**config.mk**
```make
export PLATFORM = sky130hd
export DESIGN_NAME = hello_scroll_ctrl_flat
export DESIGN_NICKNAME = d
export VERILOG_FILES = /design/src/rtl/hello_scroll_ctrl_if.sv /design/src/rtl/hello_scroll_ctrl.sv /design/src/flat_wrapper.sv
export SDC_FILE = /design/constraint.sdc
export NUM_CORES = 1
export LEC_CHECK = 0
export BUFFER_PORTS_ARGS = -buffer_cell sky130_fd_sc_hd__buf_2
export CAP_MARGIN = 20
export CORE_MARGIN = 10
export CORE_UTILIZATION = 35
export CTS_CLUSTER_DIAMETER = 30
export DETAILED_ROUTE_END_ITERATION = 7
export PLACE_DENSITY = 0.58
export SLEW_MARGIN = 10
export SYNTH_ARGS = -nofsm -noshare
export SYNTH_HDL_FRONTEND = slang
export SYNTH_SLANG_ARGS = --single-unit
```
**constraint.sdc**
```tcl
create_clock -name CLOCK_50 -period 5.35 [get_ports CLOCK_50]
set_input_delay 1.07 -clock CLOCK_50 [delete_from_list [all_inputs] [get_ports CLOCK_50]]
set_output_delay 1.07 -clock CLOCK_50 [all_outputs]
set_load 0.01 [all_outputs]
```
**src/rtl/hello_scroll_ctrl_if.sv**
```systemverilog
// hello_scroll_ctrl_if: pin bundle for the HELLO banner sequencer.
//   SW[17:15]  run / dir / fast level switches (into the sequencer)
//   KEY1_N     step pushbutton, active-low (into the sequencer)
//   HEX4..HEX0 active-low segment drive {g,f,e,d,c,b,a} (out of the sequencer)
//   PHASE      current rotation phase 0..4 (out of the sequencer)
// master = board/stimulus side, slave = sequencer side.
interface hello_scroll_ctrl_if;
  logic [17:15] SW;
  logic         KEY1_N;
  logic [6:0]   HEX4, HEX3, HEX2, HEX1, HEX0;
  logic [2:0]   PHASE;

  modport master (output SW, KEY1_N, input HEX4, HEX3, HEX2, HEX1, HEX0, PHASE);
  modport slave  (input SW, KEY1_N, output HEX4, HEX3, HEX2, HEX1, HEX0, PHASE);
endinterface

```
**src/rtl/hello_scroll_ctrl.sv**
```systemverilog
// hello_scroll_ctrl: rotating "HELLO" banner sequencer for HEX4..HEX0.
//   CLOCK_50  system clock, rising edge
//   RST_N     asynchronous active-low reset, synchronous release
//   io        hello_scroll_ctrl_if.slave: SW[17:15], KEY1_N in; HEX4..HEX0, PHASE out
// Parameter DIV: slow tick period in cycles (>= 4, even); fast period is DIV/2.
// Optional macro HELLO_BLINK_EN: a wrapping tick in RUN blanks the display for
// one tick period (FLASH) before resuming.
module hello_scroll_ctrl #(
  parameter int DIV = 25_000_000
) (
  input  logic               CLOCK_50,
  input  logic               RST_N,
  hello_scroll_ctrl_if.slave io
);

  localparam int CW = $clog2(DIV + 1);
  localparam logic [CW-1:0] LIM_S1 = CW'(DIV - 1);
  localparam logic [CW-1:0] LIM_F1 = CW'(DIV / 2 - 1);

  localparam logic [6:0] G_H   = 7'b0001001;
  localparam logic [6:0] G_E   = 7'b0000110;
  localparam logic [6:0] G_L   = 7'b1000111;
  localparam logic [6:0] G_O   = 7'b1000000;
  localparam logic [6:0] G_BLK = 7'b1111111;

  typedef enum logic [1:0] {BLANK, RUN, HOLD, FLASH} state_t;

  state_t          state_q, state_nxt;
  logic [2:0]      phase_q, phase_nxt, phase_step;
  logic [CW-1:0]   cnt_q, cnt_nxt;
  logic [4:0][6:0] hex_q, hex_nxt;
  logic            blank_nxt;

  // synchronizers; idle levels are switches off, key released
  logic [2:0] sw_s1, sw_s2;
  logic       key_s1, key_s2, key_s3, press;
  logic       run, dir, fast, tick, wrap;

  always_ff @(posedge CLOCK_50 or negedge RST_N) begin
    if (!RST_N) begin
      sw_s1  <= '0;
      sw_s2  <= '0;
      key_s1 <= 1'b1;
      key_s2 <= 1'b1;
      key_s3 <= 1'b1;
      press  <= 1'b0;
    end else begin
      sw_s1  <= io.SW;
      sw_s2  <= sw_s1;
      key_s1 <= io.KEY1_N;
      key_s2 <= key_s1;
      key_s3 <= key_s2;
      // registered 1->0 detect: one-cycle pulse, third edge after the pin falls
      press  <= key_s3 & ~key_s2;
    end
  end

  assign run  = sw_s2[2];
  assign dir  = sw_s2[1];
  assign fast = sw_s2[0];

  // >= rather than == so that switching to fast with the count already past
  // the short limit fires at once instead of wrapping the counter
  assign tick = cnt_q >= (fast ? LIM_F1 : LIM_S1);
  assign wrap = dir ? (phase_q == 3'd0) : (phase_q == 3'd4);

  always_comb begin
    phase_step = '0;
    if (dir) phase_step = (phase_q == 3'd0) ? 3'd4 : phase_q - 3'd1;
    else     phase_step = (phase_q == 3'd4) ? 3'd0 : phase_q + 3'd1;
  end

  always_comb begin
    state_nxt = state_q;
    phase_nxt = phase_q;
    cnt_nxt   = '0;
    case (state_q)
      BLANK: begin
        if (run)        state_nxt = RUN;
        else if (press) state_nxt = HOLD;
      end
      RUN: begin
        if (!run) begin
          state_nxt = HOLD;
        end else begin
          cnt_nxt = tick ? '0 : cnt_q + CW'(1);
          if (tick) begin
            phase_nxt = phase_step;
`ifdef HELLO_BLINK_EN
            if (wrap) state_nxt = FLASH;
`endif
          end
        end
      end
      HOLD: begin
        // run wins over a coincident press
        if (run)        state_nxt = RUN;
        else if (press) phase_nxt = phase_step;
      end
`ifdef HELLO_BLINK_EN
      FLASH: begin
        // phase already holds the wrapped value; just wait one period
        if (!run) begin
          state_nxt = HOLD;
        end else begin
          cnt_nxt = tick ? '0 : cnt_q + CW'(1);
          if (tick) state_nxt = RUN;
        end
      end
`endif
      default: state_nxt = BLANK;
    endcase
  end

  assign blank_nxt = (state_nxt == BLANK) || (state_nxt == FLASH);

  function automatic logic [6:0] glyph(input logic [2:0] idx);
    case (idx)
      3'd0:    glyph = G_H;
      3'd1:    glyph = G_E;
      3'd2:    glyph = G_L;
      3'd3:    glyph = G_L;
      default: glyph = G_O;
    endcase
  endfunction

  function automatic logic [2:0] rot(input logic [2:0] p, input logic [2:0] ofs);
    logic [3:0] s;
    s = {1'b0, p} + {1'b0, ofs};
    rot = (s >= 4'd5) ? 3'(s - 4'd5) : s[2:0];
  endfunction

  // digit i (HEX4 = 4 .. HEX0 = 0) shows C[(p + 4 - i) % 5]
  for (genvar i = 0; i < 5; i++) begin : g_dig
    assign hex_nxt[i] = blank_nxt ? G_BLK : glyph(rot(phase_nxt, 3'(4 - i)));
  end

  always_ff @(posedge CLOCK_50 or negedge RST_N) begin
    if (!RST_N) begin
      state_q <= BLANK;
      phase_q <= '0;
      cnt_q   <= '0;
      hex_q   <= '1;
    end else begin
      state_q <= state_nxt;
      phase_q <= phase_nxt;
      cnt_q   <= cnt_nxt;
      hex_q   <= hex_nxt;
    end
  end

  assign io.HEX4  = hex_q[4];
  assign io.HEX3  = hex_q[3];
  assign io.HEX2  = hex_q[2];
  assign io.HEX1  = hex_q[1];
  assign io.HEX0  = hex_q[0];
  assign io.PHASE = phase_q;

endmodule

```
**src/flat_wrapper.sv**
```systemverilog
// flat-port wrapper written by rule: the top's interface ports become plain ports
module hello_scroll_ctrl_flat 
#(
  parameter int DIV = 25_000_000
)
  (CLOCK_50, RST_N, io_SW, io_KEY1_N, io_HEX4, io_HEX3, io_HEX2, io_HEX1, io_HEX0, io_PHASE);
  hello_scroll_ctrl_if io_i ();
  input  logic CLOCK_50;
  input  logic RST_N;
  input wire logic [$bits(io_i.SW)-1:0] io_SW;
  input wire logic [$bits(io_i.KEY1_N)-1:0] io_KEY1_N;
  output wire logic [$bits(io_i.HEX4)-1:0] io_HEX4;
  output wire logic [$bits(io_i.HEX3)-1:0] io_HEX3;
  output wire logic [$bits(io_i.HEX2)-1:0] io_HEX2;
  output wire logic [$bits(io_i.HEX1)-1:0] io_HEX1;
  output wire logic [$bits(io_i.HEX0)-1:0] io_HEX0;
  output wire logic [$bits(io_i.PHASE)-1:0] io_PHASE;
  assign io_i.SW = io_SW;
  assign io_i.KEY1_N = io_KEY1_N;
  assign io_HEX4 = io_i.HEX4;
  assign io_HEX3 = io_i.HEX3;
  assign io_HEX2 = io_i.HEX2;
  assign io_HEX1 = io_i.HEX1;
  assign io_HEX0 = io_i.HEX0;
  assign io_PHASE = io_i.PHASE;
  hello_scroll_ctrl #(.DIV(DIV)) u_core (.CLOCK_50(CLOCK_50), .RST_N(RST_N), .io(io_i));
endmodule
```
After elaboration in Yosys (flattened, before gate mapping):

Cells that the tools add are included.

* register bits after elaboration: 75
* output and inout bits: 38
* word-level logic and storage cells: 99
* input bits: 6

* bitwise logic cells: 2
* eq/ne operators: 19
* multiplexer cells: 32
* order comparisons: 6
* reduce and logical (&&, ||, !) cells: 14
* add/subtract/negate cells: 12

Operators with widths (count)
* case mux 7 bit (3 select lines): 5
* two-way mux 25 bit: 4
* two-way mux 3 bit: 12
* two-way mux 7 bit: 5
* equality test 3 x 2 -> 1 bit (second input constant): 10
* adder 25 x 1 -> 25 bit (second input constant): 1
* greater-or-equal comparator 25 bit: 1
* zero test 3 bit: 6
* greater-or-equal comparator 4 x 3 -> 1 bit (second input constant): 4
* equality test 3 x 1 -> 1 bit (second input constant): 5
* subtractor 3 bit (second input constant): 5
* OR reduction 2 bit: 5
* adder 3 x 2 -> 4 bit (second input constant): 2
* two-way mux 2 bit: 4
* case mux 2 bit (3 select lines): 1
* case mux 3 bit (2 select lines): 1
* adder 3 x 1 -> 4 bit (second input constant): 1
* adder 3 x 3 -> 4 bit (second input constant): 1
* equality test 2 bit (second input constant): 2
* zero test 2 bit: 2
* adder 3 x 1 -> 3 bit (second input constant): 1
* equality test 3 bit (second input constant): 1
* greater-or-equal comparator 3 bit (second input constant): 1
* subtractor 3 x 1 -> 3 bit (second input constant): 1
* 4 further kinds: 4

Logic depth before layout (Yosys ltp):

Gate-level depths: netlist of run 1.

* word-level depth: 13
* mapped depth: 19

Worst setup path after synthesis of run 1:

No wires, ideal clock.

* path kind: register -> register
* start point: register u_core.sw_s2[0]
* end point: register u_core.hex_q (netlist bit u_core.io.HEX1[6])
* period minus slack after synthesis: 3.844 ns
* data required time: 5.268 ns
* arrival time: 3.763 ns
* slack: 1.506 ns
* cell stages (with the launch flop): 19
* cells stage by stage: dfrtp_1 inv_1 ha_1 and4_1 a221oi_1 o41ai_2 a31o_1 o31ai_1 or2_2 buf_2 inv_1 ha_1 ha_1 clkbuf_1 inv_1 a21oi_1 a21oi_1 mux2i_1 a211o_1

RTL lines
* from (decl): RTL line hello_scroll_ctrl.sv:35 `logic [2:0] sw_s1, sw_s2;`
* from (signal assigned): RTL line hello_scroll_ctrl.sv:49 `sw_s2 <= sw_s1;`
* to (signal assigned): RTL line hello_scroll_ctrl.sv:148 `hex_q <= hex_nxt;`
* to (decl): RTL line hello_scroll_ctrl.sv:31 `logic [4:0][6:0] hex_q, hex_nxt;`

==> results_dict.tcl, run 1 <==
set metrics [dict create \
    ctsHtreeMaxLevel 3 \
    slew_headroom 0.364 \
    worst_setup_path_end_kind "register" \
    async_flop_share 1.00 \
    antenna_cells 0 \
    synth-compound-area-share 0.165 \
    wl_per_cell_um 14.0 \
    cts_resized 0 \
    ys_types 64 \
    yosysSeqAreaShare 0.430 \
    start_util 0.355 \
    mappedNetlistNets 414 \
    finalCriticalPeriod_ns 4.33 \
    ctsHoldBuffers 0 \
    cp.arrival_ns 4.61 \
    status "completed" \
    remaining_drc_errors 0 \
    clkTransAtPathRegs_ns 0.08 \
    critical_path_class "reg -> reg" \
    drt_iter0_drc 241 \
    powerDensity_mw_per_mm2 355 \
    n_fill_cell 1036 \
    finalSetupViolations 0 \
    pin_count 44 \
    grt_max_degree 62 \
    via_per_inst 5.03 \
    grt_setup_unrepaired "false" \
    synth_xor_area_frac 0.0533 \
    drive_gt1_frac 0.243 \
    finalHoldViolCount 0 \
    syn_inst 381 \
    hold_class "reg -> reg" \
    fin_util 0.395 \
    final.setup.worst_slack_ns 1.02 \
    ff_latch_area_mm2 0.00156 \
    fmax_mhz 231 \
    synth_edf_count 0 \
    required_ns 5.63 \
    first_global_vias 2791 \
    dpl_worst_slack_ns 1.05 \
    insertion_delay_ns 0.35 \
    clk_path_buf_depth 2 \
    r2r_start "u_core.sw_s2[0]$_DFF_PN0_" \
    dr_total_vias 2774 \
    syn_area_mm2 0.00362 \
    synth_ff_type "dfrtp_1" \
    fin_tns_setup_ns 0 \
    post_synth_and_or_nand_nor_area_fraction 0.167 \
    fin_crit_sh 0.809 \
    fp.coreArea_mm2 0.0102 \
    die_x_um 122 \
    routed_wl_um 7740 \
    dp_hpwl_um 5420 \
    nets 443 \
    tritoncts "done" \
    muxShareOfSynthArea 0.0149 \
    ys_ff_latch 61 \
    ir_drop_v 0.000167 \
    synth_top_family_by_area "simple AND/OR/NAND/NOR gates" \
    antenna_found_initial 0 \
    holdCritStartpoint "u_core.sw_s1[2]$_DFF_PN0_" \
    grt_use_total 0.110 \
    placementRows 37 \
    maxSlewViolCount 0 \
    critPathMaxFanout 16 \
    die_area_mm2 0.0148 \
    clock-sinks 61 \
    area_delta_synth_final_pct 11.2 \
    crit_start "u_core.sw_s2[0]$_DFF_PN0_" \
    grt_pass1_wl_um 13400 \
    clockRootBuffer "clkbuf_8" \
    fin_total_pwr_uw 1430 \
    port_buffers 43 \
    synthAdderAreaFrac 0.0934 \
    finalClockSkew_ns 0.0156 \
    firstDrtPassIters 4 \
    cts_setup_buffers 0 \
    multi_input_area_mm2 0.00178 \
    start_kind "register" \
    cts_buffers 9 \
    max_cap_violations 0 \
    avgSynthCellArea_um2 9.49 \
    leakage_uw 0.00173 \
    yosys_warnings 0 \
    grt-ovfl-total 0 \
    antenna_left 0 \
    worst_pin_slew_ns 0.952 \
    gp_congestion 0.862 \
    die_y_um 122 \
]
==> layout by cell type, fill, tap and decap left out, drive strengths merged, types with 5 or more instances in the layout <==
cell type	n
o21ai	16
nor3	5
nor2b	5
xnor2	8
dfrtp	37
buf	45
nand4	7
nand2	34
a21oi	23
clkbuf	12
inv	27
dfstp	24
nand3	14
ha	27
xor2	14
nor2	41
==> critical path, stage by stage, from the launching register on <==
cell and delay [ns]:
dfrtp_1 0.46, inv_1 0.14, ha_1 0.32, and4_1 0.23
a221oi_1 0.31, o41ai_2 0.15, a31o_1 0.24, a31oi_1 0.22
or2_1 0.53, clkinv_2 0.28, ha_1 0.56, inv_1 0.15
a21oi_1 0.14, a21oi_1 0.07, mux2i_1 0.16, a211o_1 0.31
==> metal layers <==
metal  track usage  wire length, um  up-vias
li1              -                -     1375
met1         0.142             3670     1343
met2         0.168             3560       46
met3        0.0361              374       10
met4        0.0425              129        0
met5             0                0        -
==> flip-flops by register name, indices dropped and copies added, names as in the netlist <==
signal	cells
u_core.cnt_q	25
u_core.io.HEX0	5
u_core.io.HEX1	4
u_core.io.HEX2	4
u_core.io.HEX3	4
u_core.io.HEX4	4
u_core.io.PHASE	3
u_core.sw_s1	3
u_core.sw_s2	3
u_core.state_q	2
u_core.key_s1	1
u_core.key_s2	1
u_core.key_s3	1
u_core.press	1
==> worst paths after layout <==
check                      slack, ns  cells after the start                            to
min in group asynchronous       0.89                      2  u_core.io.PHASE[2]$_DFF_PN0_
hold reg to reg                 0.35                      0     u_core.sw_s2[2]$_DFF_PN0_
setup / recovery                1.02                     15   u_core.io.HEX1[6]$_DFF_PN1_
hold / removal                  0.35                      0     u_core.sw_s2[2]$_DFF_PN0_
setup reg to reg                1.02                     15   u_core.io.HEX1[6]$_DFF_PN1_
max in group asynchronous       3.98                      2     u_core.sw_s1[1]$_DFF_PN0_
==> report_power, final <==
group	internal (uW)	switching (uW)
sequential	556	32.5
clock	191	181
combinational	164	302
total	911	515
==> layout make-up <==
class | count | area share
inverter | 28 | 0.0264
sequential | 61 | 0.387
clock inverter | 4 | 0.00560
multi-input combinational | 265 | 0.443
clock buffer | 12 | 0.0386
timing repair buffer | 45 | 0.0572
tap | 136 | 0.0423
==> metrics by stage <==
step / hold WS (ns) / cell area [um2] / instances
final: 0.354 / 4020 / 551
after global routing: 0.361 / 4020 / 551
after CTS: 0.353 / 4020 / 551
after detailed placement: 0.339 / 3850 / 535
after global placement: 0.334 / 3850 / 535
after floorplan: 0.331 / 3620 / 381
==> cells by family (layout without fill, tap and decap cells) <==
family / count (synthesis) / after routing
AO/OA/AOI/OAI: 84 / 84
XOR/XNOR: 22 / 22
adder cells (fa/ha/maj): 27 / 27
buffers and inverters: 55 / 89
flip-flops: 61 / 61
multiplexers: 5 / 5
AND/OR/NAND/NOR: 127 / 127
==> cell usage after synthesis, types with 3 or more instances <==
library cell	number	area, um2
xor2_1	14	123
o21a_1	4	30.0
dfrtp_1	37	926
nor2b_1	5	31.3
o21ai_0	15	75.1
or2_2	3	18.8
o221ai_1	3	26.3
a21o_1	3	22.5
nand2_1	32	120
or3_1	4	25.0
nor2_1	41	154
a21oi_1	21	105
buf_4	16	120
ha_1	27	338
inv_1	26	97.6
a31oi_1	3	18.8
nand4_1	7	43.8
clkbuf_1	8	30.0
a22o_1	3	26.3
o311ai_1	3	26.3
xnor2_1	8	70.1
o31ai_1	3	22.5
nand3_1	14	70.1
mux2_2	3	33.8
nor3_1	5	25.0
and3_1	3	18.8
and4_1	4	35.0
dfstp_2	24	631
(Power assumes the default switching activity.)
==> run 2: changes to the inputs <==
==> constraint.sdc (replaced) <==
create_clock -name CLOCK_50 -period 4.1 [get_ports CLOCK_50]
set_input_delay 0.82 -clock CLOCK_50 [delete_from_list [all_inputs] [get_ports CLOCK_50]]
set_output_delay 0.82 -clock CLOCK_50 [all_outputs]
set_load 0.01 [all_outputs]
==> run 2 against run 1 <==
Clock power is 80% higher. Wire length is 1.3% higher. Via count is 0.40% higher. Critical path depth is 1 higher. Hold slack hardly changed. Sequential share of layout area is 1.3 points lower. Clock skew is 0.0022 ns lower. Final cell count is 1.5% higher. Design area is 3.4% higher. Critical path type unchanged.
==> results_dict.tcl, run 2 (same netlist as run 1, synthesis figures left out) <==
set metrics [dict create \
    pin_count 44 \
    cp.arrival_ns 4.05 \
    antenna_found_initial 0 \
    finalHoldViolCount 0 \
    first_global_vias 2731 \
    p_clk_frac 0.325 \
    via_per_inst 4.98 \
    fin_crit_sh 0.921 \
    grt_pass1_wl_um 13300 \
    fin_util 0.409 \
    intPower_uw 1350 \
    hold_class "reg -> reg" \
    nets 451 \
    placementRows 37 \
    critPathMaxFanout 10 \
    port_buffers 43 \
    leakage_uw 0.00180 \
    worst_setup_path_end_kind "register" \
    antenna_left 0 \
    cts_buffers 9 \
    n_fill_cell 1021 \
    grt_use_total 0.111 \
    ff_latch_area_mm2 0.00156 \
    combPwrFrac 0.302 \
    layout_commonest_cell "buf_2" \
    worst_pin_slew_ns 0.829 \
    powerDensity_mw_per_mm2 493 \
    insertion_delay_ns 0.36 \
    fin_tns_setup_ns 0 \
    dr_total_vias 2785 \
    cts_setup_buffers 0 \
    clockRootBuffer "clkbuf_8" \
    start_kind "register" \
    status "completed" \
    required_ns 4.37 \
    dp_hpwl_um 5600 \
    grt_setup_unrepaired "false" \
    max_cap_violations 0 \
    gp_congestion 0.907 \
    drt_iter0_drc 154 \
    switching_power_uw 700 \
    fp.coreArea_mm2 0.0102 \
    finalSetupViolations 0 \
    fmax_mhz 265 \
    ctsHoldBuffers 0 \
    clk_path_buf_depth 2 \
    critical_path_class "reg -> reg" \
    ctsHtreeMaxLevel 3 \
    drive_gt1_frac 0.265 \
    regMostFlops "u_core.cnt_q" \
    antenna_cells 0 \
    swShare 0.341 \
    remaining_drc_errors 0 \
    maxSlewViolCount 0 \
    finalCriticalPeriod_ns 3.78 \
    pwr-share-seq 0.373 \
    ir_drop_v 0.000217 \
    clock-sinks 61 \
    largest_reg_flops 25 \
    die_area_mm2 0.0148 \
    slew_headroom 0.448 \
    finalClockSkew_ns 0.0134 \
    mostFrequentLayoutCells "buf_2, nor2_1, dfrtp_1, nand2_1" \
    routed_wl_um 7840 \
    grt-ovfl-total 0 \
    tritoncts "done" \
    multi_input_area_mm2 0.00179 \
    wl_per_cell_um 14.0 \
    clkTransAtPathRegs_ns 0.08 \
    start_util 0.355 \
    fin_total_pwr_uw 2050 \
    firstDrtPassIters 7 \
    grt_max_degree 38 \
    die_x_um 122 \
    die_y_um 122 \
    area_delta_synth_final_pct 15.0 \
]
-- run 2: changes by cell type in the layout (fill, tap and decap cells not counted) --
| cell | change |
|---|---|
| ha_1 | -1 |
| o31ai_2 | +1 |
| clkinv_2 | -3 |
| buf_4 | +8 |
| ha_2 | +1 |
| bufinv_16 | +3 |
| clkinv_4 | +3 |
| clkbuf_8 | -2 |
| clkbuf_1 | -1 |
| o31ai_1 | -1 |
-- run 2: layout make-up --
type / count / share of cell area
multi-input combinational: 265 / 0.430
timing repair buffer: 53 / 0.0698
clock buffer: 9 / 0.0298
sequential: 61 / 0.374
inverter: 28 / 0.0256
clock inverter: 7 / 0.0298
tap: 136 / 0.0409
-- run 2: critical path, cell delays in order (launching register included) --
cell,delay (ns)
dfrtp_1,0.47
inv_1,0.15
ha_1,0.32
and4_1,0.23
a221oi_1,0.30
o41ai_2,0.15
a31o_1,0.24
o31ai_1,0.22
or2_2,0.16
inv_1,0.06
ha_1,0.20
ha_2,0.43
inv_1,0.11
a21oi_1,0.14
a21oi_1,0.07
mux2i_1,0.14
a211o_1,0.31
-- run 2: timing repair --
item / in CTS / in global routing
resized for setup: 0 / 2
endpoints found under the setup margin: 0 / 4
endpoints found under the hold margin: 0 / 0
-- run 2: power groups by stage --
stage / registers (uW) / logic [uW] / clock network [uW]
3_5_place_dp: 778 / 624 / 0
5_1_grt: 777 / 693 / 719
3_3_place_gp: 775 / 626 / 0
2_1_floorplan: 810 / 430 / 0
6_report: 765 / 620 / 668
4_1_cts: 768 / 626 / 683
-- run 2: path summary, 6_finish.rpt --
| kind | endpoint | startpoint | slack [ns] | cells past startpoint |
|---|---|---|---|---|
| max in group asynchronous | u_core.key_s2$_DFF_PN1_ | RST_N | 2.67 | 2 |
| worst max register to register | u_core.io.HEX1[6]$_DFF_PN1_ | u_core.sw_s2[0]$_DFF_PN0_ | 0.32 | 16 |
| worst min-delay path | u_core.sw_s2[1]$_DFF_PN0_ | u_core.sw_s1[1]$_DFF_PN0_ | 0.35 | 0 |
| min in group asynchronous | u_core.cnt_q[13]$_DFF_PN0_ | RST_N | 0.56 | 1 |
| worst min register to register | u_core.sw_s2[1]$_DFF_PN0_ | u_core.sw_s1[1]$_DFF_PN0_ | 0.35 | 0 |
| worst max-delay path | u_core.io.HEX1[6]$_DFF_PN1_ | u_core.sw_s2[0]$_DFF_PN0_ | 0.32 | 16 |
-- run 2: per-stage QoR --
step,hold slack [ns],cell area [um2],worst slack (ns),instances
after floorplan,0.331,3620,0.256,381
after global placement,0.334,3910,0.397,543
after detailed placement,0.337,3910,0.289,543
after CTS,0.357,4150,0.266,559
after global routing,0.364,4160,0.0170,559
final,0.354,4160,0.325,559
-- run 2: metal layers --
| layer | global-route usage | part of all wire |
|---|---|---|
| met1 | 0.148 | 0.48 |
| met2 | 0.163 | 0.44 |
| met3 | 0.0338 | 0.058 |
| met4 | 0.0425 | 0.016 |
| met5 | 0 | 0 |
